===== config.mk =====
export PLATFORM = sky130hd
export DESIGN_NAME = mandel_iter_mult_client
export DESIGN_NICKNAME = d
export VERILOG_FILES = /design/src/rtl/mandel_iter_mult_client.sv
export SDC_FILE = /design/constraint.sdc
export NUM_CORES = 1
export LEC_CHECK = 0
export ABC_AREA = 1
export ABC_CLOCK_PERIOD_IN_PS = 6400
export CORE_AREA = 3 3 193 195
export CTS_BUF_LIST = sky130_fd_sc_hd__clkbuf_4
export CTS_CLUSTER_DIAMETER = 30
export CTS_CLUSTER_SIZE = 24
export DETAILED_ROUTE_END_ITERATION = 10
export DIE_AREA = 0 0 196 198
export GPL_TIMING_DRIVEN = 0
export PLACE_DENSITY_LB_ADDON = 0.3
export SKIP_CTS_REPAIR_TIMING = 1
export SLEW_MARGIN = 20
export SYNTH_ARGS = -nofsm -noshare
export SYNTH_HDL_FRONTEND = slang
export SYNTH_SLANG_ARGS = --single-unit
export TNS_END_PERCENT = 1

===== constraint.sdc =====
create_clock -name clk -period 6.4 [get_ports clk]
set_clock_uncertainty 0.2 [all_clocks]
set_input_delay 1.28 -clock clk [delete_from_list [all_inputs] [get_ports clk]]
set_output_delay 1.28 -clock clk [all_outputs]
set_load 0.01 [all_outputs]

===== src/rtl/mandel_iter_mult_client.sv =====
// Mandelbrot pixel iterator (z <- z^2 + c) that time-shares one external multiplier
// over a val/rdy request/response interface, with a single request outstanding.
module mandel_iter_mult_client #(
  parameter int unsigned WIDTH  = 27,
  parameter int unsigned FRAC   = 23,
  parameter int unsigned ITER_W = 10
) (
  input  logic              clk,
  input  logic              reset,
  input  logic              start,
  input  logic [WIDTH-1:0]  c_re,
  input  logic [WIDTH-1:0]  c_im,
  input  logic [ITER_W-1:0] max_iter,
  output logic              busy,
  output logic              done,
  output logic [ITER_W-1:0] iter_count,
  output logic              escaped,
  output logic [WIDTH-1:0]  mult_a,
  output logic [WIDTH-1:0]  mult_b,
  output logic              mult_in_val,
  input  logic              mult_in_rdy,
  input  logic [WIDTH-1:0]  mult_out,
  input  logic              mult_out_val,
  output logic              mult_out_rdy
);

  typedef enum logic [3:0] {
    StIdle,
    StReqXx,
    StWaitXx,
    StReqYy,
    StWaitYy,
    StReqXy,
    StWaitXy,
    StCheck,
    StDone
  } state_e;

  // Escape threshold 4.0 in the (WIDTH+1)-bit magnitude domain.
  localparam logic signed [WIDTH:0] EscLimit =
      {{(WIDTH - FRAC - 2){1'b0}}, 3'b100, {FRAC{1'b0}}};
  localparam logic [ITER_W-1:0] IterOne = 1;

  state_e            state_q;
  logic [WIDTH-1:0]  x_q, y_q, cr_q, ci_q;
  logic [WIDTH-1:0]  xx_q, yy_q, xy_q;
  logic [ITER_W-1:0] max_q;

  logic signed [WIDTH:0] mag_sq;
  logic                  escape;
  logic [WIDTH-1:0]      x_next, y_next;
  logic [ITER_W-1:0]     iter_inc;

  // Escape test and next-z arithmetic. The wrapped WIDTH-bit results equal the low
  // bits of the WIDTH+2-bit exact sums, so the update is computed modulo 2^WIDTH.
  always_comb begin
    mag_sq   = $signed({xx_q[WIDTH-1], xx_q}) + $signed({yy_q[WIDTH-1], yy_q});
    escape   = (mag_sq > EscLimit);
    x_next   = xx_q - yy_q + cr_q;
    y_next   = (xy_q << 1) + ci_q;
    iter_inc = iter_count + IterOne;
  end

  // Control FSM; all outputs are registered so async reset clears them at once.
  always_ff @(posedge clk or negedge reset) begin
    if (!reset) begin
      state_q      <= StIdle;
      x_q          <= '0;
      y_q          <= '0;
      cr_q         <= '0;
      ci_q         <= '0;
      xx_q         <= '0;
      yy_q         <= '0;
      xy_q         <= '0;
      max_q        <= '0;
      busy         <= 1'b0;
      done         <= 1'b0;
      iter_count   <= '0;
      escaped      <= 1'b0;
      mult_a       <= '0;
      mult_b       <= '0;
      mult_in_val  <= 1'b0;
      mult_out_rdy <= 1'b0;
    end else begin
      done <= 1'b0;
      unique case (state_q)
        StIdle: begin
          if (start) begin
            cr_q       <= c_re;
            ci_q       <= c_im;
            max_q      <= max_iter;
            x_q        <= '0;
            y_q        <= '0;
            iter_count <= '0;
            escaped    <= 1'b0;
            busy       <= 1'b1;
            if (max_iter == '0) begin
              done    <= 1'b1;
              state_q <= StDone;
            end else begin
              mult_a      <= '0;
              mult_b      <= '0;
              mult_in_val <= 1'b1;
              state_q     <= StReqXx;
            end
          end
        end
        StReqXx: begin
          if (mult_in_rdy) begin
            mult_in_val  <= 1'b0;
            mult_out_rdy <= 1'b1;
            state_q      <= StWaitXx;
          end
        end
        StWaitXx: begin
          if (mult_out_val) begin
            xx_q         <= mult_out;
            mult_out_rdy <= 1'b0;
            mult_a       <= y_q;
            mult_b       <= y_q;
            mult_in_val  <= 1'b1;
            state_q      <= StReqYy;
          end
        end
        StReqYy: begin
          if (mult_in_rdy) begin
            mult_in_val  <= 1'b0;
            mult_out_rdy <= 1'b1;
            state_q      <= StWaitYy;
          end
        end
        StWaitYy: begin
          if (mult_out_val) begin
            yy_q         <= mult_out;
            mult_out_rdy <= 1'b0;
            mult_a       <= x_q;
            mult_b       <= y_q;
            mult_in_val  <= 1'b1;
            state_q      <= StReqXy;
          end
        end
        StReqXy: begin
          if (mult_in_rdy) begin
            mult_in_val  <= 1'b0;
            mult_out_rdy <= 1'b1;
            state_q      <= StWaitXy;
          end
        end
        StWaitXy: begin
          if (mult_out_val) begin
            xy_q         <= mult_out;
            mult_out_rdy <= 1'b0;
            state_q      <= StCheck;
          end
        end
        StCheck: begin
          if (escape) begin
            // Escape of z_k leaves iter_count at k.
            escaped <= 1'b1;
            done    <= 1'b1;
            state_q <= StDone;
          end else begin
            x_q        <= x_next;
            y_q        <= y_next;
            iter_count <= iter_inc;
            if (iter_inc == max_q) begin
              done    <= 1'b1;
              state_q <= StDone;
            end else begin
              mult_a      <= x_next;
              mult_b      <= x_next;
              mult_in_val <= 1'b1;
              state_q     <= StReqXx;
            end
          end
        end
        StDone: begin
          busy    <= 1'b0;
          state_q <= StIdle;
        end
        default: state_q <= StIdle;
      endcase
    end
  end

endmodule

Yosys cells after proc, flatten, opt, wreduce, memory -nomap -nowiden

Cells that the tools add are included.

Flip-flop bits (word level): 271
Input bits: 96
Output and inout bits: 69
Logic and storage cells: 116

$add $sub $neg: 5
Magnitude comparators: 1
Equal/unequal tests: 23
Muxes and demuxes: 47
Reductions and logical operators: 23

Operator list:

| operator                                                                | number |
|---|---|
| 27-bit two-way mux                                                      | 9 |
| 27-bit case mux with 2 select lines                                     | 2 |
| 27-bit case mux with 4 select lines                                     | 1 |
| 27-bit case mux with 3 select lines                                     | 1 |
| 27-bit adder                                                            | 2 |
| 4-bit two-way mux                                                       | 10 |
| 4-bit case mux with 8 select lines                                      | 1 |
| 27-bit by 27-bit adder with 28-bit output                               | 1 |
| 28-bit by 27-bit > comparator with 1-bit output (second input constant) | 1 |
| 27-bit subtractor                                                       | 1 |
| 2-bit != test (second input constant)                                   | 11 |
| 7-bit AND reduction                                                     | 3 |
| 10-bit two-way mux                                                      | 2 |
| 10-bit case mux with 2 select lines                                     | 1 |
| 4-bit by 3-bit == test with 1-bit output (second input constant)        | 4 |
| 1-bit two-way mux                                                       | 15 |
| 10-bit by 1-bit adder with 10-bit output (second input constant)        | 1 |
| 10-bit == test                                                          | 1 |
| 10-bit zero test                                                        | 1 |
| 2-bit AND reduction                                                     | 5 |
| 3-bit AND reduction                                                     | 3 |
| 4-bit by 2-bit == test with 1-bit output (second input constant)        | 2 |
| 1-bit case mux with 2 select lines                                      | 4 |
| 4-bit nonzero test                                                      | 2 |
| 10 further kinds                                                        | 15 |

Depth between registers and ports, before layout

Depth after elaboration: 5
Depth in mapped cells: 21
Gate-level depth less buffers: 21

Least setup slack after synthesis

Ideal clock, no wire load.

Path type: reg2reg
Start point: reg xx_q[2]
End point: reg mult_a[20]
Setup time: 117 ps
Data arrival time: 2,605 ps
Data required time: 6,083 ps
Setup slack: 3,478 ps
Cell stages (with the launch flop): 17
Path buffers: 0
Clock period less this slack: 2,922 ps
Cell sequence: dfrtp_1 -> inv_1 -> fa_1 -> inv_1 -> ha_1 -> nand2_1 -> o21ai_0 -> nand3_1 -> nand2_1 -> a21oi_1 -> or2_2 -> nand2_1 -> nand2_1 -> nand3_1 -> nand3_1 -> nand4_1 -> nand2_1

Longest elaborated chain between the ends: 5
Elaborated cells between the ends (all ways): 9
Classes of those cells: add/sub (3); order compare (1); eq/ne (1); mux (3); reduce/logical (1)

Ends and longest elaborated chain:

| element                             | RTL line | text |
|---|---|---|
| from (decl)                         | 46       | `logic [WIDTH-1:0] xx_q, yy_q, xy_q;` |
| from (signal assigned)              | 117      | `xx_q <= mult_out;` |
| 27-bit subtractor                   | 59       | `x_next = xx_q - yy_q + cr_q;` |
| 27-bit adder                        | 59       |  |
| 27-bit two-way mux                  | 166      | `if (iter_inc == max_q) begin` |
| 27-bit two-way mux                  | 157      | `if (escape) begin` |
| 27-bit case mux with 4 select lines | 86       | `unique case (state_q)` |
| to (signal assigned)                | 119      | `mult_a <= y_q;` |
| to (signal assigned)                | 136      | `mult_a <= x_q;` |
| to (signal assigned)                | 170      | `mult_a <= x_next;` |
| to (decl)                           | 18       | `output logic [WIDTH-1:0] mult_a,` |

Several ways; a longest one is shown, not always the timed one. The select of a mux whose other input is x is not followed.
A chain may end at the register's enable or synchronous reset.

Worst setup path after layout

Start point: reg xx_q[1]
End point: reg mult_a[26]

Same word-level chain as after synthesis.

==> impl_metrics.py <==
metrics = {
    "synth": {
        "syn_area_per_cell_um2": 7.05,
        "synth-async-reset-ratio_pct": 100,
        "ys_seq_area_share_pct": 38.0,
        "ys_ff_latch": 271,
        "synth.cell_area_um2": 17800,
        "syn-instance-count": 2531,
        "synth_edf_count": 0,
        "synth_nets": 2735,
        "synth.distinct_cells": 42,
        "yosysWarnings": 0,
        "synth_ff_type": "dfrtp_1",
    },
    "floorplan": {
        "core_area_um2": 35600,
        "initial_core_util_pct": 50.2,
        "die_w_um": 196,
        "io_pins": 165,
        "fp-row-count": 69,
        "design.die.area_um2": 38800,
        "die_h_um": 198,
    },
    "placed_design": {
        "pre_cts_slack_ns": 1.87,
        "gp_congestion": 1.01,
        "port_buffers": 164,
        "place_hpwl_um": 46000,
        "place_inst": 3158,
    },
    "routing": {
        "post_drt_wl_per_cell_um": 17.2,
        "viasPerCell": 5.37,
        "firstDrtPassIters": 5,
        "drt_wl_total_um": 56300,
        "vias": 17524,
        "drc_errors": 0,
        "drt_iter0_drc": 1543,
        "ant_nets": 0,
    },
    "timing": {
        "setup_viol_count_final": 0,
        "tightest_slew_ns": 1.09,
        "hold_violations": 0,
        "fin_ws_ns": 2.74,
        "drv_slew": 0,
        "grt_setup_unrepaired": "no",
        "fin_crit_ns": 3.66,
        "slew_headroom_pct": 26.9,
        "post-route-period-util_pct": 57.2,
        "max_freq_ghz": 0.273,
    },
    "setup_path": {
        "r2r-start": "xx_q[1]$_DFFE_PN0P_",
        "worstPathMaxFanout": 4,
        "startpoint": "xx_q[1]$_DFFE_PN0P_",
        "critical_path_required_ns": 6.91,
        "critPathArrivalTime_ns": 4.18,
        "critPathKind": "reg -> reg",
        "critPathCaptureType": "flop",
        "start_kind": "flop",
    },
    "clocking": {
        "max-clock-path-buffers": 3,
        "numCtsBuffers": 56,
        "clk_pin_slew_ns": 0.10,
        "cts-root-buf": "clkbuf_4",
        "insertion_delay_ns": 0.79,
        "cts_tree": "yes",
        "htree_num_levels": 2,
        "cts.sinks": 271,
    },
    "global_route": {
        "track_usage_pct": 29.0,
        "grt_max_degree": 103,
        "grt_pass1_vias": 16801,
        "antenna_found_initial": 1,
        "gr-total-overflow": 0,
        "grt_pass1_wl_um": 89000,
    },
    "flow_run": {
        "maxCapViolCount": 0,
    },
    "power_and_ir_drop": {
        "powerDensity_nw_per_um2": 610,
        "irDropWorstVdd_mv": 0.284,
        "p_leak_nw": 11.2,
    },
    "layout": {
        "nFillCells": 3427,
        "drive_above_1_share_pct": 5.46,
        "stdcell_count": 3265,
        "final_nets": 2959,
        "final_core_util_pct": 59.0,
        "syn_to_final_growth_pct": 17.7,
        "multiInputGateArea_um2": 9200,
        "seqCellArea_um2": 6780,
    },
    "status": {
        "status": "finished, final reports clean",
    },
    "hold_path": {
        "min-delay-start": "mult_a[23]$_DFFE_PN0P_",
        "hold_class": "reg -> reg",
    },
}
[cell usage in the layout (no fill, tap or decap), types with 10 or more instances in the layout]
cell type,n
nand4_1,142
xor2_1,18
nor3_1,19
nor2_1,160
o21bai_1,15
a21oi_1,95
clkbuf_1,55
nand2_1,883
nand3_1,81
fa_1,28
o211ai_1,18
dfrtp_1,271
clkbuf_4,62
clkinvlp_4,10
buf_2,17
clkdlybuf4s50_1,163
ha_1,80
o21ai_0,180
inv_1,379
[final cells by class]
type | count | share of cell area (%)
buffer | 87 | 2.00
sequential | 271 | 32.3
timing repair buffer | 166 | 8.10
multi-input combinational | 1788 | 43.8
clock inverter | 44 | 1.97
tap | 461 | 2.75
inverter | 385 | 6.88
clock buffer | 62 | 2.22
antenna | 1 | 0.0119
[metrics by stage]
stage	power, mW	hold WS (ns)	TNS (ns)	cell area, um2
CTS	12.7	0.260	0	21000
detailed placement	11.2	0.258	0	20100
finish	12.8	0.274	0	21000
global placement	11.0	0.255	-1975.44	20100
global route	14.1	0.287	0	21000
floorplan	8.63	0.242	0	17800
[flip-flops by register name, indices dropped and copies added (netlist names), 26 cells and up]
name and count:
ci_q 27, cr_q 27, mult_a 27, mult_b 27, x_q 27, xx_q 27, y_q 27, yy_q 27
xy_q 26
[kinds of logic (layout without fill, tap and decap cells)]
group	count (synthesis)	in the layout	synth area share, %
flip-flops	271	271	38.0
XOR/XNOR	27	27	1.33
adder cells (fa/ha/maj)	108	108	8.75
buffers and inverters	472	744	10.4
AND/OR/NAND/NOR	1317	1317	31.2
other	0	1	0
AO/OA/AOI/OAI	336	336	10.3
[critical path, stage by stage, from the launching register on]
cell and delay (ns):
dfrtp_1 0.40, inv_1 0.10, fa_1 0.62, inv_1 0.11, fa_1 0.49, nand2_1 0.10, o21ai_0 0.14, a21oi_1 0.26
inv_1 0.13, nand3_1 0.08, nand3_1 0.16, nand2_1 0.13, a21o_1 0.12, nand3_1 0.19, nand2_1 0.13, nand4_1 0.10
nand2_1 0.10
[worst paths after layout]
kind                       depth (start not counted)                         to  slack, ns
max in group asynchronous                          2       cr_q[25]$_DFFE_PN0P_       4.78
max                                               16     mult_a[26]$_DFFE_PN0P_       2.74
min reg2reg                                        2     mult_a[23]$_DFFE_PN0P_       0.27
min                                                2     mult_a[23]$_DFFE_PN0P_       0.27
min in group asynchronous                          1  iter_count[5]$_DFFE_PN0P_       0.29
max reg2reg                                       16     mult_a[26]$_DFFE_PN0P_       2.74
[layer usage]
| metal | GRT usage (%) | vias up | part of all wire [%] |
|---|---|---|---|
| met5 | 0 | - | 0 |
| met4 | 14.2 | 0 | 5.0 |
| met3 | 3.81 | 130 | 6.1 |
| met2 | 48.2 | 618 | 46 |
| met1 | 37.7 | 8199 | 42 |
| li1 | - | 8577 | - |
[Yosys cell counts, types with 2 or more instances]
cell type / count / area share, %
a21boi_0: 2 / 0.084
a21o_1: 7 / 0.29
a21oi_1: 95 / 2.7
a22o_1: 2 / 0.098
a31oi_1: 6 / 0.21
buf_1: 3 / 0.063
buf_2: 17 / 0.48
buf_4: 5 / 0.21
buf_6: 7 / 0.44
clkbuf_1: 55 / 1.2
clkinv_1: 4 / 0.084
dfrtp_1: 271 / 38
fa_1: 28 / 3.1
ha_1: 80 / 5.6
inv_1: 379 / 8.0
inv_2: 2 / 0.042
nand2_1: 883 / 19
nand2_2: 2 / 0.070
nand3_1: 81 / 2.3
nand3_2: 2 / 0.11
nand3_4: 3 / 0.29
nand3b_1: 9 / 0.38
nand4_1: 142 / 5.0
nor2_1: 160 / 3.4
nor2_2: 5 / 0.18
nor3_1: 19 / 0.53
nor4_1: 3 / 0.11
o211ai_1: 18 / 0.76
o21a_1: 7 / 0.29
o21ai_0: 180 / 5.0
o21bai_1: 15 / 0.63
or2_1: 2 / 0.070
or2_2: 3 / 0.11
xnor2_1: 9 / 0.44
xor2_1: 18 / 0.88
[power breakdown]
| group | total (mW) | switching, mW | internal [mW] |
|---|---|---|---|
| Sequential | 2.95 | 0.549 | 2.41 |
| Combinational | 8.34 | 5.46 | 2.88 |
| Clock | 1.52 | 0.795 | 0.723 |
Power figures use the tool's default switching activity.
